[src/rtl/regfile_mp_if.sv]
// regfile_mp_if: read, write and scoreboard bus of the multi-port register file.
// The issue stage is the master; the register file is the slave.
interface regfile_mp_if #(
    parameter int DATA_W = 32,
    parameter int DEPTH  = 32,
    parameter int NUM_RD = 2,
    parameter int NUM_WR = 2
);
    localparam int ADDR_W = $clog2(DEPTH);

    logic [NUM_RD*ADDR_W-1:0] rd_addr;
    logic [NUM_RD*DATA_W-1:0] rd_data;
    logic [NUM_RD-1:0]        rd_ready;
    logic [NUM_WR-1:0]        wr_en;
    logic [NUM_WR*ADDR_W-1:0] wr_addr;
    logic [NUM_WR*DATA_W-1:0] wr_data;
    logic                     rsv_en;
    logic [ADDR_W-1:0]        rsv_addr;
    logic [DEPTH-1:0]         pending;

    modport master (
        output rd_addr, wr_en, wr_addr, wr_data, rsv_en, rsv_addr,
        input  rd_data, rd_ready, pending
    );

    modport slave (
        input  rd_addr, wr_en, wr_addr, wr_data, rsv_en, rsv_addr,
        output rd_data, rd_ready, pending
    );
endinterface

[src/rtl/regfile_mp.sv]
// regfile_mp: parametrised multi-port register file with a per-register pending scoreboard.
// Optional same-cycle write-to-read forwarding is enabled by defining REGFILE_BYPASS_EN.
module regfile_mp #(
    parameter int DATA_W   = 32,
    parameter int DEPTH    = 32,
    parameter int NUM_RD   = 2,
    parameter int NUM_WR   = 2,
    parameter int ZERO_REG = 1
) (
    input  logic        clk,
    input  logic        rst,
    regfile_mp_if.slave bus
);
    localparam int ADDR_W = $clog2(DEPTH);

    typedef logic [ADDR_W-1:0] addrT;

    logic [DATA_W-1:0]        regsQ [DEPTH];
    logic [DEPTH-1:0]         pendingQ;
    logic [DEPTH-1:0]         wrHit;
    logic [DEPTH-1:0]         rsvHit;
    logic [DATA_W-1:0]        wrVal [DEPTH];
    addrT                     rdA [NUM_RD];
    logic [NUM_RD*DATA_W-1:0] rdData;
    logic [NUM_RD-1:0]        rdReady;
`ifdef REGFILE_BYPASS_EN
    logic [NUM_RD-1:0]        fwdHit;
`endif

    function automatic logic isZeroAddr(addrT a);
        return (ZERO_REG != 0) && (a == '0);
    endfunction

    // Per-register write/reserve decode; ascending port scan lets the highest index win.
    always_comb begin
        wrHit  = '0;
        rsvHit = '0;
        for (int r = 0; r < DEPTH; r++) begin
            wrVal[r] = '0;
            for (int j = 0; j < NUM_WR; j++) begin
                if (bus.wr_en[j] && (bus.wr_addr[j*ADDR_W +: ADDR_W] == addrT'(r)) &&
                    !isZeroAddr(addrT'(r))) begin
                    wrHit[r] = 1'b1;
                    wrVal[r] = bus.wr_data[j*DATA_W +: DATA_W];
                end
            end
            rsvHit[r] = bus.rsv_en && (bus.rsv_addr == addrT'(r)) && !isZeroAddr(addrT'(r));
        end
    end

    // Storage and scoreboard: reset wins; a reserve beats a same-cycle write release.
    always_ff @(posedge clk) begin
        if (rst) begin
            for (int r = 0; r < DEPTH; r++) begin
                regsQ[r] <= '0;
            end
            pendingQ <= '0;
        end else begin
            for (int r = 0; r < DEPTH; r++) begin
                if (wrHit[r]) begin
                    regsQ[r] <= wrVal[r];
                end
            end
            pendingQ <= rsvHit | (pendingQ & ~wrHit);
        end
    end

    // Unpack read addresses.
    always_comb begin
        for (int i = 0; i < NUM_RD; i++) begin
            rdA[i] = bus.rd_addr[i*ADDR_W +: ADDR_W];
        end
    end

    // Combinational read ports with optional forwarding of this cycle's writes.
    always_comb begin
        rdData  = '0;
        rdReady = '0;
`ifdef REGFILE_BYPASS_EN
        fwdHit  = '0;
`endif
        for (int i = 0; i < NUM_RD; i++) begin
            rdData[i*DATA_W +: DATA_W] = regsQ[rdA[i]];
            rdReady[i]                 = ~pendingQ[rdA[i]];
`ifdef REGFILE_BYPASS_EN
            if (!rst) begin
                for (int j = 0; j < NUM_WR; j++) begin
                    if (bus.wr_en[j] && (bus.wr_addr[j*ADDR_W +: ADDR_W] == rdA[i])) begin
                        fwdHit[i]                  = 1'b1;
                        rdData[i*DATA_W +: DATA_W] = bus.wr_data[j*DATA_W +: DATA_W];
                    end
                end
                // The forwarded value is ready unless a new producer reserves it right now.
                if (fwdHit[i]) begin
                    rdReady[i] = !(bus.rsv_en && (bus.rsv_addr == rdA[i]));
                end
            end
`endif
            if (isZeroAddr(rdA[i])) begin
                rdData[i*DATA_W +: DATA_W] = '0;
                rdReady[i]                 = 1'b1;
            end
        end
    end

    assign bus.rd_data  = rdData;
    assign bus.rd_ready = rdReady;
    assign bus.pending  = pendingQ;
endmodule

[src/flat_wrapper.sv]
// flat-port wrapper written by rule: the top's interface ports become plain ports
module regfile_mp_flat 
#(
    parameter int DATA_W   = 32,
    parameter int DEPTH    = 32,
    parameter int NUM_RD   = 2,
    parameter int NUM_WR   = 2,
    parameter int ZERO_REG = 1
)
  (clk, rst, bus_rd_addr, bus_wr_en, bus_wr_addr, bus_wr_data, bus_rsv_en, bus_rsv_addr, bus_rd_data, bus_rd_ready, bus_pending);
  regfile_mp_if #(.DATA_W(DATA_W), .DEPTH(DEPTH), .NUM_RD(NUM_RD), .NUM_WR(NUM_WR)) bus_i ();
  input  logic clk;
  input  logic rst;
  input wire logic [$bits(bus_i.rd_addr)-1:0] bus_rd_addr;
  input wire logic [$bits(bus_i.wr_en)-1:0] bus_wr_en;
  input wire logic [$bits(bus_i.wr_addr)-1:0] bus_wr_addr;
  input wire logic [$bits(bus_i.wr_data)-1:0] bus_wr_data;
  input wire logic [$bits(bus_i.rsv_en)-1:0] bus_rsv_en;
  input wire logic [$bits(bus_i.rsv_addr)-1:0] bus_rsv_addr;
  output wire logic [$bits(bus_i.rd_data)-1:0] bus_rd_data;
  output wire logic [$bits(bus_i.rd_ready)-1:0] bus_rd_ready;
  output wire logic [$bits(bus_i.pending)-1:0] bus_pending;
  assign bus_i.rd_addr = bus_rd_addr;
  assign bus_i.wr_en = bus_wr_en;
  assign bus_i.wr_addr = bus_wr_addr;
  assign bus_i.wr_data = bus_wr_data;
  assign bus_i.rsv_en = bus_rsv_en;
  assign bus_i.rsv_addr = bus_rsv_addr;
  assign bus_rd_data = bus_i.rd_data;
  assign bus_rd_ready = bus_i.rd_ready;
  assign bus_pending = bus_i.pending;
  regfile_mp #(.DATA_W(DATA_W), .DEPTH(DEPTH), .NUM_RD(NUM_RD), .NUM_WR(NUM_WR), .ZERO_REG(ZERO_REG)) u_core (.clk(clk), .rst(rst), .bus(bus_i));
endmodule
[config.mk]
export PLATFORM = sky130hd
export DESIGN_NAME = regfile_mp_flat
export DESIGN_NICKNAME = d
export VERILOG_FILES = /design/src/rtl/regfile_mp_if.sv /design/src/rtl/regfile_mp.sv /design/src/flat_wrapper.sv
export SDC_FILE = /design/constraint.sdc
export NUM_CORES = 2
export LEC_CHECK = 0
export CAP_MARGIN = 20
export CORE_MARGIN = 3
export CORE_UTILIZATION = 30
export CTS_CLUSTER_DIAMETER = 200
export CTS_CLUSTER_SIZE = 10
export DETAILED_ROUTE_END_ITERATION = 10
export DONT_BUFFER_PORTS = 1
export PLACE_DENSITY_LB_ADDON = 0.25
export SYNTH_ARGS = -nofsm -noshare
export SYNTH_HDL_FRONTEND = slang
export SYNTH_SLANG_ARGS = --single-unit
[constraint.sdc]
create_clock -name clk -period 5.3 [get_ports clk]
set_input_delay 1.59 -clock clk [delete_from_list [all_inputs] [get_ports clk]]
set_output_delay 1.59 -clock clk [all_outputs]
set_load 0.02 [all_outputs]
==> reports/metrics.cfg <==
[worst_setup_path]
regToRegStartpoint=u_core.bus.pending[18]
timing.critical_path.cells=or2_4 > buf_12 > o22ai_1 > nor3_1 > nor3_1 > buf_4
worstSetupEndpointType=output pin
critical_path_cell_count=6
worstPathBufferInverterCount=2
cpLargestDelayFamily=simple AND/OR/NAND/NOR gates
critical_path_required_ns=3.71
critical_path.startpoint=bus_rd_addr[6]
worst_setup_path_endpoint=bus_rd_data[42]
critical_path.startpoint_type=input port
setup.reg_to_reg.worst_slack_ns=3.98
path_max_fanout=172
cp_data_arrival_time_ns=3.85
worst_r2r_endpoint=u_core.bus.pending[18]
critical_path.slowest_cell=or2_4
worst-setup-path-type=input port to output pin
timing.reg2reg.worst_path_depth=1
critPathMaxStageDelay_ns=0.54
timing.critical_path.mode_cell=nor3_1

[cells_and_area]
area_growth_syn_to_layout_pct=15.23
finalNetCount=6111
finalCoreUtilization=0.3484
postLayoutCellArea_um2=71430
fraction_of_final_layout_cells_sized_beyond_drive_strength_1=0.1820

[placed_design]
finalWeightedCongestion=0.9207
portBuffers=0
dpl_worst_slack_ns=-0.8941
dp_hpwl_um=185800
placement.cell_area_um2=66670

[floorplanning]
dieArea_um2=212100
core_region_area_um2=205000
floorplan.initialDensity=0.3024
fp.dieH_um=460.6
die_width_um=460.6
std_cell_rows=166
io_pins=192

[detailed_routing]
firstDrtPassIters=6
detailroute.via_count=56990
routed_wirelength_um=321200
detail_route.drc_violations=0
ant_nets=0
drt-initial-drc-count=9852
wire_per_inst_um=36.73
via_per_inst=6.517

[yosys]
area_of_the_mapped_netlist_um2=61990
yosys.area.top_type=edfxtp_1
synth.cells.most_frequent=1299 x nand2_1, 992 x edfxtp_1, 601 x mux2i_1, 515 x a21oi_1, 509 x clkbuf_1
synth_top_area_frac=0.4806
number_of_enable_flip_flop_cells_after_synthesis=992
yosys_reg_bits=1023
synth_area_leaders=edfxtp_1 48%, mux2i_1 9.7%, nand2_1 7.9%
most_repeated_cell_in_the_gate_level_netlist_after_synthesis=nand2_1
synthCells=6175
ys_dominant_reg_cell=edfxtp_1
synth.net_count=6269
count_of_unique_library_cells_instantiated_by_yosys=60
synth.yosys.seq_area_share=0.4906
synth.yosys.warnings=0
post_synth.cell_area_avg_um2=10.04
postSynth.asyncResetShare=0

[global_routing]
first_global_vias=53180
grt_util_all_layers=0.2860
grt_pass1_wl_um=431000
grt_start_max_net_pins=367
initial_antenna_violation_count=7
global_route.overflow_total=0

[sta]
setup_ws_ns=-0.1423
shortest_period_the_worst_path_allows_ns=5.442
layout_worst_path_cycle_share=1.027
tightest_slew_ns=1.996
rsz0062_at_grt=no
final-max-slew-violation-count=160
finalHoldViolCount=0
final.setup_skew_ns=0
slew_headroom=-0.3305
maxClockFrequency_mhz=183.7
setup_violation_total_in_the_final_timing_report=23
final.hold.worst_slack_ns=0.6421

[cts]
htreeDepth=3
clock_tree.root_cell=clkbuf_16
clockBufferDepth=3
clock_sinks=1023
tritoncts_buffer_count=112
cts_hold_buf=0
cts_tree=done
worst_setup_hold_path_clk_slew_ns=0.06
clock_latency_reported_for_the_late_side_of_the_worst_skew_pair_ns=0.77

[status]
outcome=finished with violations
failed_checks=max-slew violations, negative setup slack

[hold_path]
holdPathStages=2
hold_path.class=flop to flop

[pwr]
power-per-cell-area_nw_per_um2=282.4
p_leak_nw=25.00
finalPower_w=0.02017
max-vdd-ir-drop_uv=265.3

[flow_run]
timing.max_cap.violations=0

## per-layer routing
metal,global-route usage,vias up,wire length [um]
met2,0.4153,4948,135600
met5,0,-,24
li1,-,22600,-
met3,0.08290,981,44430
met4,0.1606,4,20680
met1,0.3797,28460,120500
## sequential cells by signal (all words and copies together) (netlist names)
name	count
u_core.regsQ	992
u_core.bus.pending	31
## final cells by class
type	count	area (um^2)
antenna	3	7.507
sequential	1023	30410
multi-input combinational	4410	29810
timing repair buffer	444	4720
clock inverter	4	42.54
inverter	26	97.59
tap	2688	3363
fill	20230	133600
clock buffer	147	2977
## cell usage in the layout, fill, tap and decap left out, drive strengths merged, types with 157 or more instances in the layout
cell and count:
buf 430, nor3 242, mux2i 601, nor2 368, o22ai 337, edfxtp 992
nand2 1299, clkbuf 161, a22oi 313, mux2 157, a21oi 545
## what timing repair did
| item | 4_1_cts | 5_1_grt |
|---|---|---|
| resized for setup | 159 | 5 |
| gates cloned | 2 | 15 |
| endpoints found under the setup margin | 50 | 58 |
| pin swaps | 56 | 2 |
| setup buffers | 13 | 21 |
## worst min path at each step
| stage | end | from | slack [ns] |
|---|---|---|---|
| 2_1_floorplan | u_core.bus.pending[8] | u_core.bus.pending[8] | 0.55 |
| 3_3_place_gp | u_core.bus.pending[8] | u_core.bus.pending[8] | 0.62 |
| 3_5_place_dp | u_core.bus.pending[8] | u_core.bus.pending[8] | 0.63 |
| 4_1_cts | u_core.bus.pending[8] | u_core.bus.pending[8] | 0.64 |
| 5_1_grt | u_core.bus.pending[10] | u_core.bus.pending[10] | 0.67 |
| 6_report | u_core.bus.pending[8] | u_core.bus.pending[8] | 0.64 |
## power breakdown
part / leakage, nW / total (W) / switching [W] / internal, W
clock: 1.46 / 0.00734 / 0.00349 / 0.00385
sequential: 9.75 / 0.00966 / 0.000290 / 0.00937
combinational: 13.8 / 0.00317 / 0.00192 / 0.00125
total: 25.0 / 0.0202 / 0.00570 / 0.0145
## cells by family after synthesis
group	count (synthesis)	synth area share
compound gates	1511	0.1537
other cells	1	0.00006050
simple gates	2008	0.1333
flops	1023	0.4906
buf+inv	742	0.04885
mux	890	0.1735
## per-stage QoR
step / setup TNS (ns) / instances
final: -1.138 / 8745
after global placement: -17.54 / 8534
after detailed placement: -17.04 / 8540
after floorplan: 0 / 6175
after global routing: 0 / 8742
after CTS: -11.24 / 8699
Note: power is estimated with default switching activity, not from simulation.
